[src/rtl/osc_freq_monitor.sv]
// Multi-channel oscillator frequency monitor: counts synchronised rising edges per channel over a
// fixed CLK window and checks the counts against per-channel limits. Optional IRQ via OSC_MON_IRQ_EN.
module osc_freq_monitor #(
  parameter int NUM_CH = 2,
  parameter int CNT_W  = 16,
  parameter int WINDOW = 50000
) (
  input  logic                      CLK,
  input  logic                      RESETN,
  input  logic                      ENABLE,
  input  logic [NUM_CH-1:0]         OSC_IN,
  input  logic [NUM_CH*CNT_W-1:0]   MIN_CNT,
  input  logic [NUM_CH*CNT_W-1:0]   MAX_CNT,
  input  logic [NUM_CH-1:0]         CLR_FAULT,
  output logic [NUM_CH*CNT_W-1:0]   CNT_OUT,
  output logic                      CNT_VALID,
  output logic [NUM_CH-1:0]         IN_RANGE,
  output logic [NUM_CH-1:0]         FAULT
`ifdef OSC_MON_IRQ_EN
  ,
  output logic                      IRQ
`endif
);

  localparam int WIN_W = $clog2(WINDOW);

  typedef enum logic [1:0] {
    ST_IDLE,
    ST_ARM,
    ST_MEASURE
  } state_t;

  state_t              state;
  logic [1:0]          arm_cnt;
  logic [WIN_W-1:0]    win_cnt;
  logic                res_pend;

  logic [NUM_CH-1:0]   sync1, sync2, sync3;
  logic [NUM_CH-1:0]   edge_det;
  logic [NUM_CH-1:0]   in_rng_c;

  logic [CNT_W-1:0]    edge_cnt [NUM_CH];
  logic [CNT_W-1:0]    cnt_inc  [NUM_CH];
  logic [CNT_W-1:0]    fin_cnt  [NUM_CH];

  logic                win_last;

  assign edge_det = sync2 & ~sync3;
  assign win_last = (win_cnt == WIN_W'(WINDOW - 1));

  // Saturating next count, including an edge seen in the current cycle
  always_comb begin
    for (int unsigned i = 0; i < NUM_CH; i++) begin
      cnt_inc[i] = edge_cnt[i];
      if (edge_det[i] && (edge_cnt[i] != '1))
        cnt_inc[i] = edge_cnt[i] + 1'b1;
    end
  end

  always_comb begin
    in_rng_c = '0;
    for (int unsigned i = 0; i < NUM_CH; i++)
      in_rng_c[i] = (MIN_CNT[i*CNT_W +: CNT_W] <= fin_cnt[i]) &&
                    (fin_cnt[i] <= MAX_CNT[i*CNT_W +: CNT_W]);
  end

  // The result of a window is published one cycle after its terminal cycle, overlapping the
  // first cycle of the next window, so back-to-back windows need no gap.
  always_ff @(posedge CLK or negedge RESETN) begin
    if (!RESETN) begin
      state     <= ST_IDLE;
      arm_cnt   <= '0;
      win_cnt   <= '0;
      res_pend  <= 1'b0;
      sync1     <= '0;
      sync2     <= '0;
      sync3     <= '0;
      CNT_OUT   <= '0;
      CNT_VALID <= 1'b0;
      IN_RANGE  <= '0;
      FAULT     <= '0;
      for (int unsigned i = 0; i < NUM_CH; i++) begin
        edge_cnt[i] <= '0;
        fin_cnt[i]  <= '0;
      end
    end else begin
      sync1     <= OSC_IN;
      sync2     <= sync1;
      sync3     <= sync2;
      res_pend  <= 1'b0;
      CNT_VALID <= 1'b0;

      if (res_pend) begin
        CNT_VALID <= 1'b1;
        IN_RANGE  <= in_rng_c;
        FAULT     <= (FAULT & ~CLR_FAULT) | ~in_rng_c;
        for (int unsigned i = 0; i < NUM_CH; i++)
          CNT_OUT[i*CNT_W +: CNT_W] <= fin_cnt[i];
      end else begin
        FAULT <= FAULT & ~CLR_FAULT;
      end

      case (state)
        ST_IDLE: begin
          win_cnt <= '0;
          arm_cnt <= '0;
          for (int unsigned i = 0; i < NUM_CH; i++)
            edge_cnt[i] <= '0;
          if (ENABLE)
            state <= ST_ARM;
        end

        ST_ARM: begin
          for (int unsigned i = 0; i < NUM_CH; i++)
            edge_cnt[i] <= '0;
          if (!ENABLE) begin
            state <= ST_IDLE;
          end else if (arm_cnt == 2'd2) begin
            state   <= ST_MEASURE;
            win_cnt <= '0;
          end else begin
            arm_cnt <= arm_cnt + 1'b1;
          end
        end

        ST_MEASURE: begin
          if (!ENABLE) begin
            state   <= ST_IDLE;
            win_cnt <= '0;
            for (int unsigned i = 0; i < NUM_CH; i++)
              edge_cnt[i] <= '0;
          end else if (win_last) begin
            win_cnt  <= '0;
            res_pend <= 1'b1;
            for (int unsigned i = 0; i < NUM_CH; i++) begin
              fin_cnt[i]  <= cnt_inc[i];
              edge_cnt[i] <= '0;
            end
          end else begin
            win_cnt <= win_cnt + 1'b1;
            for (int unsigned i = 0; i < NUM_CH; i++)
              edge_cnt[i] <= cnt_inc[i];
          end
        end

        default: state <= ST_IDLE;
      endcase
    end
  end

`ifdef OSC_MON_IRQ_EN
  always_ff @(posedge CLK or negedge RESETN) begin
    if (!RESETN)
      IRQ <= 1'b0;
    else
      IRQ <= |FAULT;
  end
`endif

endmodule

[config.mk]
export PLATFORM = sky130hd
export DESIGN_NAME = osc_freq_monitor
export DESIGN_NICKNAME = d
export VERILOG_FILES = /design/src/rtl/osc_freq_monitor.sv
export SDC_FILE = /design/constraint.sdc
export NUM_CORES = 1
export LEC_CHECK = 0
export BUFFER_PORTS_ARGS = -buffer_cell sky130_fd_sc_hd__buf_2
export CORE_MARGIN = 3
export CORE_UTILIZATION = 55
export CTS_CLUSTER_DIAMETER = 100
export DETAILED_ROUTE_END_ITERATION = 16
export GPL_ROUTABILITY_DRIVEN = 0
export PLACE_DENSITY = 0.77
export SLEW_MARGIN = 10
export SYNTH_ARGS = -nofsm -noshare
export SYNTH_HDL_FRONTEND = slang
export SYNTH_SLANG_ARGS = --single-unit
[constraint.sdc]
create_clock -name CLK -period 6.3 [get_ports CLK]
set_input_delay 0.63 -clock CLK [delete_from_list [all_inputs] [get_ports CLK]]
set_output_delay 0.63 -clock CLK [all_outputs]
set_load 0.01 [all_outputs]
### Word level (Yosys, flattened, before mapping)

Cells that the tools add are included.

* add/sub/neg operators: 4
* order comparisons: 4
* eq/ne operators: 12
* muxes and demuxes: 23
* bitwise logic cells: 6
* reduce and logical (&&, ||, !) cells: 13

Operators by type and width (count)
* $mux 16: 6
* $le 16x16->1: 4
* $mux 32: 2
* $pmux 32 s2: 1
* $add 16x1->16 const B: 3
* $pmux 16 s3: 1
* $ne 16x16->1 const B: 2
* $eq 16x16->1 const B: 1
* $mux 2: 7
* $reduce_and 3->1: 4
* $ne 2x2->1 const B: 5
* $not 2->2: 3
* $pmux 2 s3: 1
* $and 2x2->2: 2
* $eq 2x2->1 const B: 2
* $logic_and 1x1->1: 4
* $mux 1: 4
* $pmux 2 s2: 1
* $reduce_bool 2->1: 2
* $ne 3x3->1 const B: 1
* $reduce_bool 3->1: 1
* $add 2x1->2 const B: 1
* $eq 2x1->1 const B: 1
* $logic_not 2->1: 1
* other kinds (2): 2

* bits in registers: 128
* input port bits: 71
* output and inout port bits: 37
* word-level logic and storage cells: 77

### Longest topological paths before layout

Gate-level depths: netlist (run 1).

* word-level depth: 7
* gate-level depth with buffers: 9
* mapped depth without buffers: 7

### Worst setup path before layout (run 1)

Ideal clock, no wire load.

* path kind: input-to-reg
* start point: input port MAX_CNT[30]
* end point: register IN_RANGE[1]
* library setup time: 0.066 ns
* data arrival time: 2.052 ns
* data required time: 6.234 ns
* path slack: 4.182 ns
* cell stages on the path: 7
* path buffers: 0
* path through: inv_1 > ha_1 > a21oi_1 > nand2_1 > a221o_1 > o311ai_0 > o211a_1

* word-level cells in the longest chain between the ends: 2

Ends and longest elaborated chain
* start: declaration: line 13 `input logic [NUM_CH*CNT_W-1:0] MAX_CNT,`
* $le 16x16->1: line 64 `(fin_cnt[i] <= MAX_CNT[i*CNT_W +: CNT_W]);`
* $logic_and 1x1->1: line 63 `in_rng_c[i] = (MIN_CNT[i*CNT_W +: CNT_W] <= fin_cnt[i]) &&`
* end signal: assignment: line 95 `IN_RANGE <= in_rng_c;`
* end: declaration: line 17 `output logic [NUM_CH-1:0] IN_RANGE,`

Every way passes these cells.
A chain may end at the register's enable or synchronous reset.

### Worst setup path in the final report (run 1)

* start point: register win_cnt[0]
* end point: register edge_cnt[18] (netlist bit)

* word-level cells in the longest chain between the ends: 4

Ends and longest elaborated chain
* start: declaration: line 35 `logic [WIN_W-1:0] win_cnt;`
* start signal: assignment: line 140 `win_cnt <= win_cnt + 1'b1;`
* $eq 16x16->1: line 49 `assign win_last = (win_cnt == WIN_W'(WINDOW - 1));`
* $mux 32: line 132 `end else if (win_last) begin`
* $mux 32: line 127 `if (!ENABLE) begin`
* $pmux 32 s2: line 103 `case (state)`
* end signal: indexed assignment: line 142 `edge_cnt[i] <= cnt_inc[i];`
* end: declaration: line 42 `logic [CNT_W-1:0] edge_cnt [NUM_CH];`

Every way passes these cells.

==> results.md, run 1 <==
* Synth Area per Inst at 9.46 um2
* VDD IR max at 203 uV
* Leak at 4.25 nW
* Post-synth top area share at 41.6%
* Drt drc at 0
* Type of the worst setup path: flip-flop to flip-flop
* TritonCTS clock tree: yes
* Fraction of registers with async set/reset at 100%
* Hold Buf Count CTS at 0
* F_max at 0.394 GHz
* Sink Count at 128
* Data arrival, critical path at 2.86 ns
* Final hold vios at 0
* Synthesis-stage register bit count at 128
* Crit end category: flip-flop
* Num rows at 42
* Worst-Skew Late Latency at 0.42 ns
* Starting DRC count in detailed routing at 645
* Clock-pin slew on the worst setup and hold paths at 0.06 ns
* Fraction of layout cells with a size suffix above 1 at 20.5%
* Top FF cell, synth: dfrtp_1
* DP Cell Count at 1064
* Synth Warn # at 0
* ANT cells at 0
* CP bufs+invs at 1
* Period utilisation layout at 40.2%
* Count of final setup violators at 0
* Hpwl dp at 12500 um
* Largest net degree at the start of global routing at 74
* Cell Chain, Critical Path: ha_1, and3_1, and4_1, nor2_2, buf_4, o21ai_0, a31oi_1
* Synth Instances at 814
* Post-CTS Resized at 0
* Chip Width at 124 um
* Via/cell ratio at 5.80
* Top delay family on crit path: simple AND/OR/NAND/NOR gates
* Netlist cell types at 64
* Post-synth EDFFs at 0
* Core Region at 13500 um2
* Final Max Tran Viols at 0
* Vias in the first global route at 6054
* Post-CTS Setup Bufs at 0
* Io pins at 108
* Area grow syn2layout at 15.7%
* Measured slew at the worst slew-check pin at 0.980 ns
* IO Port Bufs at 107
* Initial antenna violation count at 0
* Die Footprint at 15500 um2
* Mapped Area at 7700 um2
* First-pass DRT Iterations at 6
* Leading cell type in the layout, fill and taps excluded: dfrtp_1
* Via count at 6355
* Register area share after synthesis at 41.6%
* Crit Path Max Fanout at 38
* Status: finished, final reports clean
* First-pass GRT wire length at 29500 um
* Per-cell routed wire length at 16.0 um
* Cell area power density at 216 nW/um2
* Root Driver: clkbuf_16
* Starting Density at 57.2%
* Overflow after GRT at 0
* Final Non-Filler Cells at 1096
* CP Data Required Time at 6.63 ns
* Nets at 1046
* Total GRT Usage at 23.2%
* CP max-delay cell: buf_4
* H-Tree Depth at 4
* Post-DRT Antenna Nets at 0
* Rel. slew slack at 34.5%
* Total Wirelength at 17500 um
* Most frequent cells in the layout: dfrtp_1, buf_2, nand2_1, inv_1, ha_1
* Area contributors post-synth: dfrtp_1, ha_1, mux2_2
* Path type of the worst min-delay path: primary input to asynchronous set/reset pin
* Die Y-Extent at 124 um
* Slowest stage delay, CP at 0.46 ns
* Startpoint Class: flip-flop
* Tmin final at 2.54 ns
* RSZ-0062 raised after global routing: no
* Post-synth net total at 953
* Maxcap violations at 0
* Leading area contributor after synthesis: dfrtp_1
* Clk_skew at 0.00556 ns
* Longest Clk Path Bufs at 2
* Total CTS buffers at 17
* Setup TNS at 0 ns
path summary, 6_finish.rpt:
path,start,endpoint,slack (ns),cells after the start
setup reg to reg,win_cnt[0],edge_cnt[18],3.76,7
hold / removal,RESETN,CNT_OUT[17],0.25,1
max in group asynchronous,RESETN,edge_cnt[22],4.68,2
setup / recovery,win_cnt[0],edge_cnt[18],3.76,7
hold reg to reg,sync1[0],sync2[0],0.35,0
min in group CLK,OSC_IN[0],sync1[0],0.31,1
registers in the layout, indices dropped and copies added, names as in the netlist:
name and flops:
CNT_OUT 32, edge_cnt 32, fin_cnt 32, win_cnt 16
FAULT 2, IN_RANGE 2, arm_cnt 2, state 2
sync1 2, sync2 2, sync3 2, CNT_VALID 1
res_pend 1
worst register-to-register path, delay by kind of cell (launching register included):
| kind | cells | cell delay [ns] |
|---|---|---|
| simple gates | 3 | 0.89 |
| fa+ha+maj | 1 | 0.25 |
| compound gates | 2 | 0.43 |
| flops | 1 | 0.40 |
| buf+inv | 1 | 0.46 |
through the flow:
stage / power (mW) / util (%) / setup WS [ns] / cell area, um2 / hold WS, ns
2_1_floorplan: 0.904 / - / 4.18 / 7700 / 0.331
3_3_place_gp: 0.956 / 61.8 / 3.66 / 8320 / 0.334
3_5_place_dp: 0.959 / 61.8 / 3.64 / 8320 / 0.343
4_1_cts: 1.94 / 66.2 / 3.80 / 8910 / 0.283
5_1_grt: 1.99 / 66.2 / 3.56 / 8910 / 0.296
6_report: 1.92 / 66.2 / 3.76 / 8910 / 0.254
layout make-up:
cell class | instances | area [um2]
Sequential cell | 128 | 3200
Inverter | 82 | 308
Multi-Input combinational cell | 568 | 4030
Tap cell | 176 | 220
Fill cell | 1075 | 4540
Clock inverter | 10 | 109
Clock buffer | 22 | 484
Timing Repair Buffer | 110 | 561
cell families (layout without fill, tap and decap cells):
group | after synthesis | after routing | share of synthesized area [%]
AOI/OAI and AO/OA | 202 | 202 | 16.1
buffers and inverters | 118 | 224 | 6.11
and+or+nand+nor | 235 | 235 | 16.9
xor gates and xnor gates | 29 | 29 | 3.30
DFF | 128 | 128 | 41.6
muxes | 34 | 34 | 4.94
adders and majority gates | 68 | 68 | 11.1
Yosys cell counts (8+ instances only):
cell and instances:
a21oi_1 54, mux2_2 32, nor2b_1 11, xnor2_1 22, nor2_1 15, o21ai_0 66
a31oi_1 16, and2_1 10, nand4_1 24, inv_1 82, nand3_1 23, clkbuf_1 23
nand2_1 83, and3_1 8, ha_1 68, a22o_1 9, or3_1 10, dfrtp_1 128
a21o_1 8, buf_2 8
report_power, final:
group	switching, mW	internal, mW	total [mW]
Sequential	0.00513	0.828	0.833
Combinational	0.0660	0.0459	0.112
Clock	0.359	0.620	0.979
metal layers:
| metal | wire length (um) | GRT usage [%] | vias up |
|---|---|---|---|
| li1 | - | - | 3109 |
| met3 | 965 | 5.83 | 24 |
| met4 | 229 | 6.19 | 0 |
| met5 | 0 | 0 | - |
| met1 | 8430 | 33.3 | 3055 |
| met2 | 7920 | 35.3 | 167 |
Note: power is estimated with default switching activity, not from simulation.
==> inputs of run 2 (changes only) <==
--- a/config.mk
+++ b/config.mk
@@ -7,11 +7,11 @@
 export LEC_CHECK = 0
 export BUFFER_PORTS_ARGS = -buffer_cell sky130_fd_sc_hd__buf_2
 export CORE_MARGIN = 3
-export CORE_UTILIZATION = 55
+export CORE_UTILIZATION = 53
 export CTS_CLUSTER_DIAMETER = 100
 export DETAILED_ROUTE_END_ITERATION = 16
 export GPL_ROUTABILITY_DRIVEN = 0
-export PLACE_DENSITY = 0.77
+export PLACE_DENSITY = 0.78
 export SLEW_MARGIN = 10
 export SYNTH_ARGS = -nofsm -noshare
 export SYNTH_HDL_FRONTEND = slang
==> constraint.sdc (replaced) <==
create_clock -name CLK -period 2.1 [get_ports CLK]
set_input_delay 0.21 -clock CLK [delete_from_list [all_inputs] [get_ports CLK]]
set_output_delay 0.21 -clock CLK [all_outputs]
set_load 0.01 [all_outputs]
==> results.md, run 2 (synthesis results as in run 1) <==
* Status: finished, final reports clean
* Final core occ at 66.5% (+0.31 points)
* Post-DRT Antenna Nets at 0 (unchanged)
* Nets at 1088 (+4.0%)
* Hpwl dp at 13000 um (+4.2%)
* F_max at 0.490 GHz (+24%)
* Root Driver: clkbuf_16
* Post-Layout Inst Area at 9340 um2 (+4.9%)
* Overflow after GRT at 0 (unchanged)
* Largest regs: CNT_OUT (32), edge_cnt (32), fin_cnt (32)
* Area grow syn2layout at 21.4%
* TritonCTS clock tree: yes
* Tmin final at 2.04 ns (-0.495 ns)
* Via count at 6572 (+3.4%)
* CP Data Required Time at 2.46 ns (-4.17 ns)
* First-pass GRT wire length at 29700 um (+0.63%)
* Data arrival, critical path at 2.40 ns (-0.46 ns)
* Crit end category: flip-flop
* Reg2reg setup slack at 0.06 ns (-3.70 ns)
* Setup TNS at 0 ns (unchanged)
* Vias in the first global route at 6238 (+3.0%)
* Core Region at 14000 um2 (+4.4%)
* Total Wirelength at 18000 um (+2.6%)
* Startpoint Class: flip-flop
* Clock power frac at 51.1% (+0.2 points)
* Num rows at 43 (+2.4%)
* Hold Path End: FAULT[0]
* Die Footprint at 16000 um2 (+3.6%)
* Path type of the worst min-delay path: primary input to flip-flop
* Flop pwr share at 42.7% (-0.6 points)
* Hold Startpoint: CLR_FAULT[0]
* Starting DRC count in detailed routing at 501 (-22%)
* Measured slew at the worst slew-check pin at 0.671 ns (-0.309 ns)
* Fraction of layout cells with a size suffix above 1 at 24.3% (+3.8 points)
* Number of fill cells in the layout at 1060 (-1.4%)
* Hold Crit Depth at 3
* First-pass DRT Iterations at 5 (-1)
* Leak at 4.48 nW (+5.3%)
* Final hold vios at 0 (unchanged)
* Maxcap violations at 0 (unchanged)
* Clk_skew at 0.00557 ns (+0.00000597 ns)
* FF+latch area at 3200 um2 (unchanged)
* Die Y-Extent at 127 um (+1.8%)
* VDD IR max at 552 uV (+170%)
* IO Port Bufs at 107 (unchanged)
* Period utilisation layout at 97.2% (+57 points)
* Io pins at 108 (unchanged)
* H-Tree Depth at 4 (unchanged)
* Final Max Tran Viols at 0 (unchanged)
* ANT cells at 0 (unchanged)
* Longest Clk Path Bufs at 2 (unchanged)
* Sw frac at 22.9% (+0.56 points)
* Total GRT Usage at 22.7% (-0.47 points)
* Worst reg2reg path depth at 6 (-1)
* Most frequent cells in the layout: dfrtp_1, buf_2, nand2_1, inv_1, ha_1
* Pwr Total at 5.84 mW (+200%)
* Clock-pin slew on the worst setup and hold paths at 0.06 ns (about the same)
* Setup Slack @ Placement at 0.00728 ns (-3.63 ns)
* Largest net degree at the start of global routing at 129 (+74%)
* Cell area power density at 625 nW/um2 (+190%)
* Initial antenna violation count at 0 (unchanged)
* Reg2reg end: IN_RANGE[0]
* Final WS setup at 0.0596 ns (-3.70 ns)
* Drt drc at 0 (unchanged)
* Starting Density at 54.8% (-2.4 points)
* Chip Width at 127 um (+1.8%)
* Rel. slew slack at 55.3% (+21 points)
* Type of the worst setup path: flip-flop to flip-flop
* Crit Path Max Fanout at 4 (-89%)
* Dpl cell area at 8640 um2 (+3.9%)
* Per-cell routed wire length at 15.8 um (-1.5%)
* Design internal power at 4.51 mW (+200%)
* Total CTS buffers at 17 (unchanged)
* Count of final setup violators at 0 (unchanged)
* Sink Count at 128 (unchanged)
* P_sw at 1.34 mW (+210%)
* Worst R2R Start: fin_cnt[31]
* Worst-Skew Late Latency at 0.43 ns (about the same)
* Multi-input gate area at 4090 um2 (+1.6%)
* Leading cell type in the layout, fill and taps excluded: dfrtp_1
* Part of the power in combinational logic at 6.2% (+0.4 points)
* Via/cell ratio at 5.75 (-0.75%)
## run 2: cell types whose count changed in the layout (fill, tap and decap cells not counted), moves of 2 or more
cell,previous run,this run
o311ai_2,0,3
a21boi_0,4,2
clkinv_4,1,6
nor4_1,7,3
o311ai_0,4,0
dlygate4sd3_1,0,3
clkinv_2,5,1
buf_12,0,3
a21boi_1,0,2
clkbuf_8,4,0
nor4_2,4,7
buf_4,4,40
clkbuf_1,1,3
## run 2: worst max-delay path: stages (launching register included)
cell and delay, ns:
dfrtp_1 0.42, ha_1 0.32, nand4_1 0.22, nor2_1 0.08, a221o_1 0.34, o311ai_2 0.38, o211a_1 0.21
## run 2: metrics by stage
stage                     instances  hold WS [ns]
after floorplan                 814       -0.0856
after global placement         1106         0.318
after detailed placement       1106         0.319
after CTS                      1141        0.0489
after global routing           1142        0.0660
final                          1142        0.0592
## run 2: worst max-delay path by stage
stage / from / end
floorplan: edge_cnt[16] / edge_cnt[28]
global placement: fin_cnt[30] / IN_RANGE[0]
detailed placement: fin_cnt[14] / IN_RANGE[1]
CTS: fin_cnt[14] / IN_RANGE[1]
global route: fin_cnt[15] / IN_RANGE[1]
finish: fin_cnt[31] / IN_RANGE[0]
## run 2: final cells by class
cell class                      instances  share of cell area, %
Tap cell                              180                   2.41
Timing Repair Buffer                  152                   9.86
Clock buffer                           20                   4.67
Multi-Input combinational cell        568                   43.7
Clock inverter                         12                   1.74
Inverter                               82                   3.29
Sequential cell                       128                   34.3
## run 2: metal layers
layer | global-route usage [%] | vias to the layer above | share of wire (%)
li1 | - | 3192 | -
met1 | 31.5 | 3132 | 46
met2 | 35.9 | 218 | 46
met3 | 4.93 | 30 | 6.6
met4 | 7.19 | 0 | 1.6
met5 | 0 | - | 0
## run 2: power by group through the flow
stage               Combinational, mW  Sequential, mW  Clock (mW)
global placement                0.342            2.54           0
finish                          0.360            2.49        2.99
global route                    0.417            2.50        3.14
detailed placement              0.352            2.54           0
CTS                             0.360            2.49        3.03
floorplan                       0.178            2.53           0
## run 2: repair_timing
action / CTS / global route
endpoints found under the hold margin: 130 / 0
setup endpoints to repair: 3 / 15
hold buffers: 3 / 0
gates resized for setup: 2 / 14
setup buffers: 0 / 1
==> inputs of run 3 (changes only) <==
--- a/config.mk
+++ b/config.mk
@@ -5,13 +5,14 @@
 export SDC_FILE = /design/constraint.sdc
 export NUM_CORES = 1
 export LEC_CHECK = 0
+export ABC_AREA = 1
 export BUFFER_PORTS_ARGS = -buffer_cell sky130_fd_sc_hd__buf_2
 export CORE_MARGIN = 3
 export CORE_UTILIZATION = 53
 export CTS_CLUSTER_DIAMETER = 100
 export DETAILED_ROUTE_END_ITERATION = 16
 export GPL_ROUTABILITY_DRIVEN = 0
-export PLACE_DENSITY = 0.78
+export PLACE_DENSITY = 0.77
 export SLEW_MARGIN = 10
 export SYNTH_ARGS = -nofsm -noshare
 export SYNTH_HDL_FRONTEND = slang
==> results.md, run 3 <==
* Status: finished, final reports clean
* Startpoint Class: flip-flop
* Setup Slack @ Placement at 0.222 ns (+0.215 ns)
* Most frequent cells in the layout: nand2_1, inv_1, dfrtp_1, buf_2, nand3_1
* Slowest stage delay, CP at 0.43 ns (about the same)
* TritonCTS clock tree: yes
* Final hold vios at 0 (unchanged)
* Initial antenna violation count at 0 (unchanged)
* Via count at 6849 (+4.2%)
* Post-synth top area share at 41.3% (-0.35 points)
* CP Data Required Time at 2.44 ns (-0.02 ns)
* Final WS setup at 0.204 ns (+0.144 ns)
* Leading area contributor after synthesis: dfrtp_1
* Hpwl dp at 13400 um (+3.1%)
* First-pass DRT Iterations at 5 (unchanged)
* Clock-pin slew on the worst setup and hold paths at 0.06 ns (about the same)
* Largest regs: CNT_OUT (32), edge_cnt (32), fin_cnt (32)
* Reg2reg end: fin_cnt[8]
* Number of fill cells in the layout at 1176 (+11%)
* Measured slew at the worst slew-check pin at 0.467 ns (-0.204 ns)
* H-Tree Depth at 4 (unchanged)
* Via/cell ratio at 5.24 (-9.0%)
* Fraction of layout cells with a size suffix above 1 at 16.5% (-7.8 points)
* ANT cells at 0 (unchanged)
* Core Region at 14100 um2 (+0.38%)
* Data arrival, critical path at 2.24 ns (-0.16 ns)
* Post-synth top cells: nand2_1, inv_1, dfrtp_1
* FF+latch area at 3200 um2 (unchanged)
* Starting Density at 55.1% (+0.25 points)
* Leak at 4.82 nW (+7.6%)
* Post-Layout Inst Area at 9220 um2 (-1.4%)
* Count of final setup violators at 0 (unchanged)
* Starting DRC count in detailed routing at 506 (+1.0%)
* Rel. slew slack at 68.8% (+13 points)
* Area grow syn2layout at 18.7%
* Count leader, synth: nand2_1
* Post-synth net total at 1138 (+19%)
* Maxcap violations at 0 (unchanged)
* Fraction of registers with async set/reset at 100% (unchanged)
* Synth Instances at 999 (+23%)
* Synth Area per Inst at 7.77 um2 (-18%)
* RSZ-0062 raised after global routing: no
* F_max at 0.527 GHz (+7.6%)
* Synth Warn # at 0 (unchanged)
* Overflow after GRT at 0 (unchanged)
* Post-CTS Setup Bufs at 0 (unchanged)
* Dpl cell area at 8510 um2 (-1.6%)
* Mapped Area at 7760 um2 (+0.85%)
* Synthesis-stage register bit count at 128 (unchanged)
* Top FF cell, synth: dfrtp_1
* Area contributors post-synth: dfrtp_1, nand2_1, ha_1
* Cell Chain, Critical Path: ha_1, nand3_2, nor3_4, nand3_2, nand2_8, inv_4, nand3_1, nand3_1, o21ai_1
* VDD IR max at 755 uV (+37%)
* Nets at 1254 (+15%)
* Type of the worst setup path: flip-flop to flip-flop
* Clk_skew at 0.0133 ns (+0.00775 ns)
* Die Y-Extent at 127 um (+0.40%)
* Worst R2R Start: edge_cnt[0]
* Leading cell type in the layout, fill and taps excluded: nand2_1
* Crit Path Max Fanout at 17 (+13)
* Sink Count at 128 (unchanged)
* Die Footprint at 16100 um2 (+0.81%)
* Tmin final at 1.90 ns (-0.144 ns)
* Post-synth EDFFs at 0 (unchanged)
* Longest Clk Path Bufs at 2 (unchanged)
* Post-DRT Antenna Nets at 0 (unchanged)
* Period utilisation layout at 90.3% (-6.9 points)
* Path type of the worst min-delay path: primary input to flip-flop
* Chip Width at 127 um (+0.40%)
* Worst reg2reg path depth at 9 (+3)
* Total Wirelength at 17800 um (-1.0%)
* Register area share after synthesis at 41.3% (-0.35 points)
* Root Driver: clkbuf_16
* IO Port Bufs at 107 (unchanged)
* Final Hold Slack at 0.0345 ns (-0.0246 ns)
* Reg2reg setup slack at 0.20 ns (+0.14 ns)
* First-pass GRT wire length at 30000 um (+0.88%)
* Final core occ at 65.4% (-1.2 points)
* CP max-delay cell: dfrtp_1
* Total CTS buffers at 17 (unchanged)
* Drt drc at 0 (unchanged)
* Setup crit start: edge_cnt[0]
* Vias in the first global route at 6357 (+1.9%)
* Total GRT Usage at 22.8% (+0.12 points)
* Worst-Skew Late Latency at 0.42 ns (about the same)
* CP Capture Point: fin_cnt[8]
* Cell area power density at 686 nW/um2 (+9.8%)
* Setup TNS at 0 ns (unchanged)
* Final Max Tran Viols at 0 (unchanged)
* Hold Startpoint: CLR_FAULT[0]
* Io pins at 108 (unchanged)
* Netlist cell types at 42 (-34%)
* Multi-input gate area at 3900 um2 (-4.6%)
* Per-cell routed wire length at 13.6 um (-14%)
* Num rows at 43 (unchanged)
* Largest net degree at the start of global routing at 56 (-57%)
* Crit end category: flip-flop
-- run 3: cell count changes after synthesis, sizes merged, moves of 19 or more --
cell | before | now
a21oi | 55 | 32
inv | 82 | 143
mux2 | 32 | 1
nand2 | 83 | 278
nand3 | 23 | 93
nor2 | 16 | 67
o21ai | 68 | 87
xnor2 | 22 | 3
-- run 3: area by class of cell --
type | instances | share of cell area [%]
Inverter | 143 | 5.88
Sequential cell | 128 | 34.8
Clock buffer | 20 | 4.96
Tap cell | 180 | 2.44
Timing Repair Buffer | 120 | 7.39
Multi-Input combinational cell | 705 | 42.3
Clock inverter | 12 | 2.25
-- run 3: what timing repair did --
item | CTS | global route
setup endpoints to repair | 0 | 10
resized for setup | 0 | 2
hold endpoints to repair | 29 | 0
hold buffers | 3 | 0
-- run 3: critical path: cells and delay by family (launching register included) --
kind                     cells  cell delay, ns
AND/OR/NAND/NOR              6            0.91
buffers and inverters        1            0.12
adder cells (fa/ha/maj)      1            0.28
AO/OA/AOI/OAI                1            0.09
flip-flops                   1            0.43
-- run 3: kinds of logic after synthesis --
logic type / after synthesis / share of synthesized area, %
and+or+nand+nor: 480 / 27.0
buffers and inverters: 166 / 8.67
AOI/OAI and AO/OA: 129 / 8.86
DFF: 128 / 41.3
adders and majority gates: 68 / 11.0
xor gates and xnor gates: 26 / 2.93
muxes: 2 / 0.274
-- run 3: worst min path at each step --
stage                        endpoint  depth (start not counted)
after floorplan            CNT_OUT[0]                          0
after global placement    CNT_OUT[11]                          1
after detailed placement  CNT_OUT[11]                          1
after CTS                    FAULT[0]                          4
after global routing         FAULT[1]                          4
final                        FAULT[0]                          4
-- run 3: metrics by stage --
stage / power, mW / instances
finish: 6.33 / 1308
global route: 6.58 / 1308
CTS: 6.38 / 1308
detailed placement: 3.09 / 1273
global placement: 3.07 / 1273
floorplan: 2.88 / 999
-- run 3: metal layers --
layer  up-vias  wire, um  global-route usage [%]
met5         -         0                       0
met4         0       276                    6.37
met3        25      1070                    5.64
met2       203      7980                    35.1
met1      3154      8490                    32.4
li1       3467         -                       -
-- run 3: power breakdown --
part	switching (mW)	leakage, nW	internal, mW	total (mW)
Clock	1.10	0.313	2.18	3.27
Sequential	0.0305	1.65	2.50	2.53
Combinational	0.331	2.85	0.192	0.523
Total	1.46	4.82	4.87	6.33
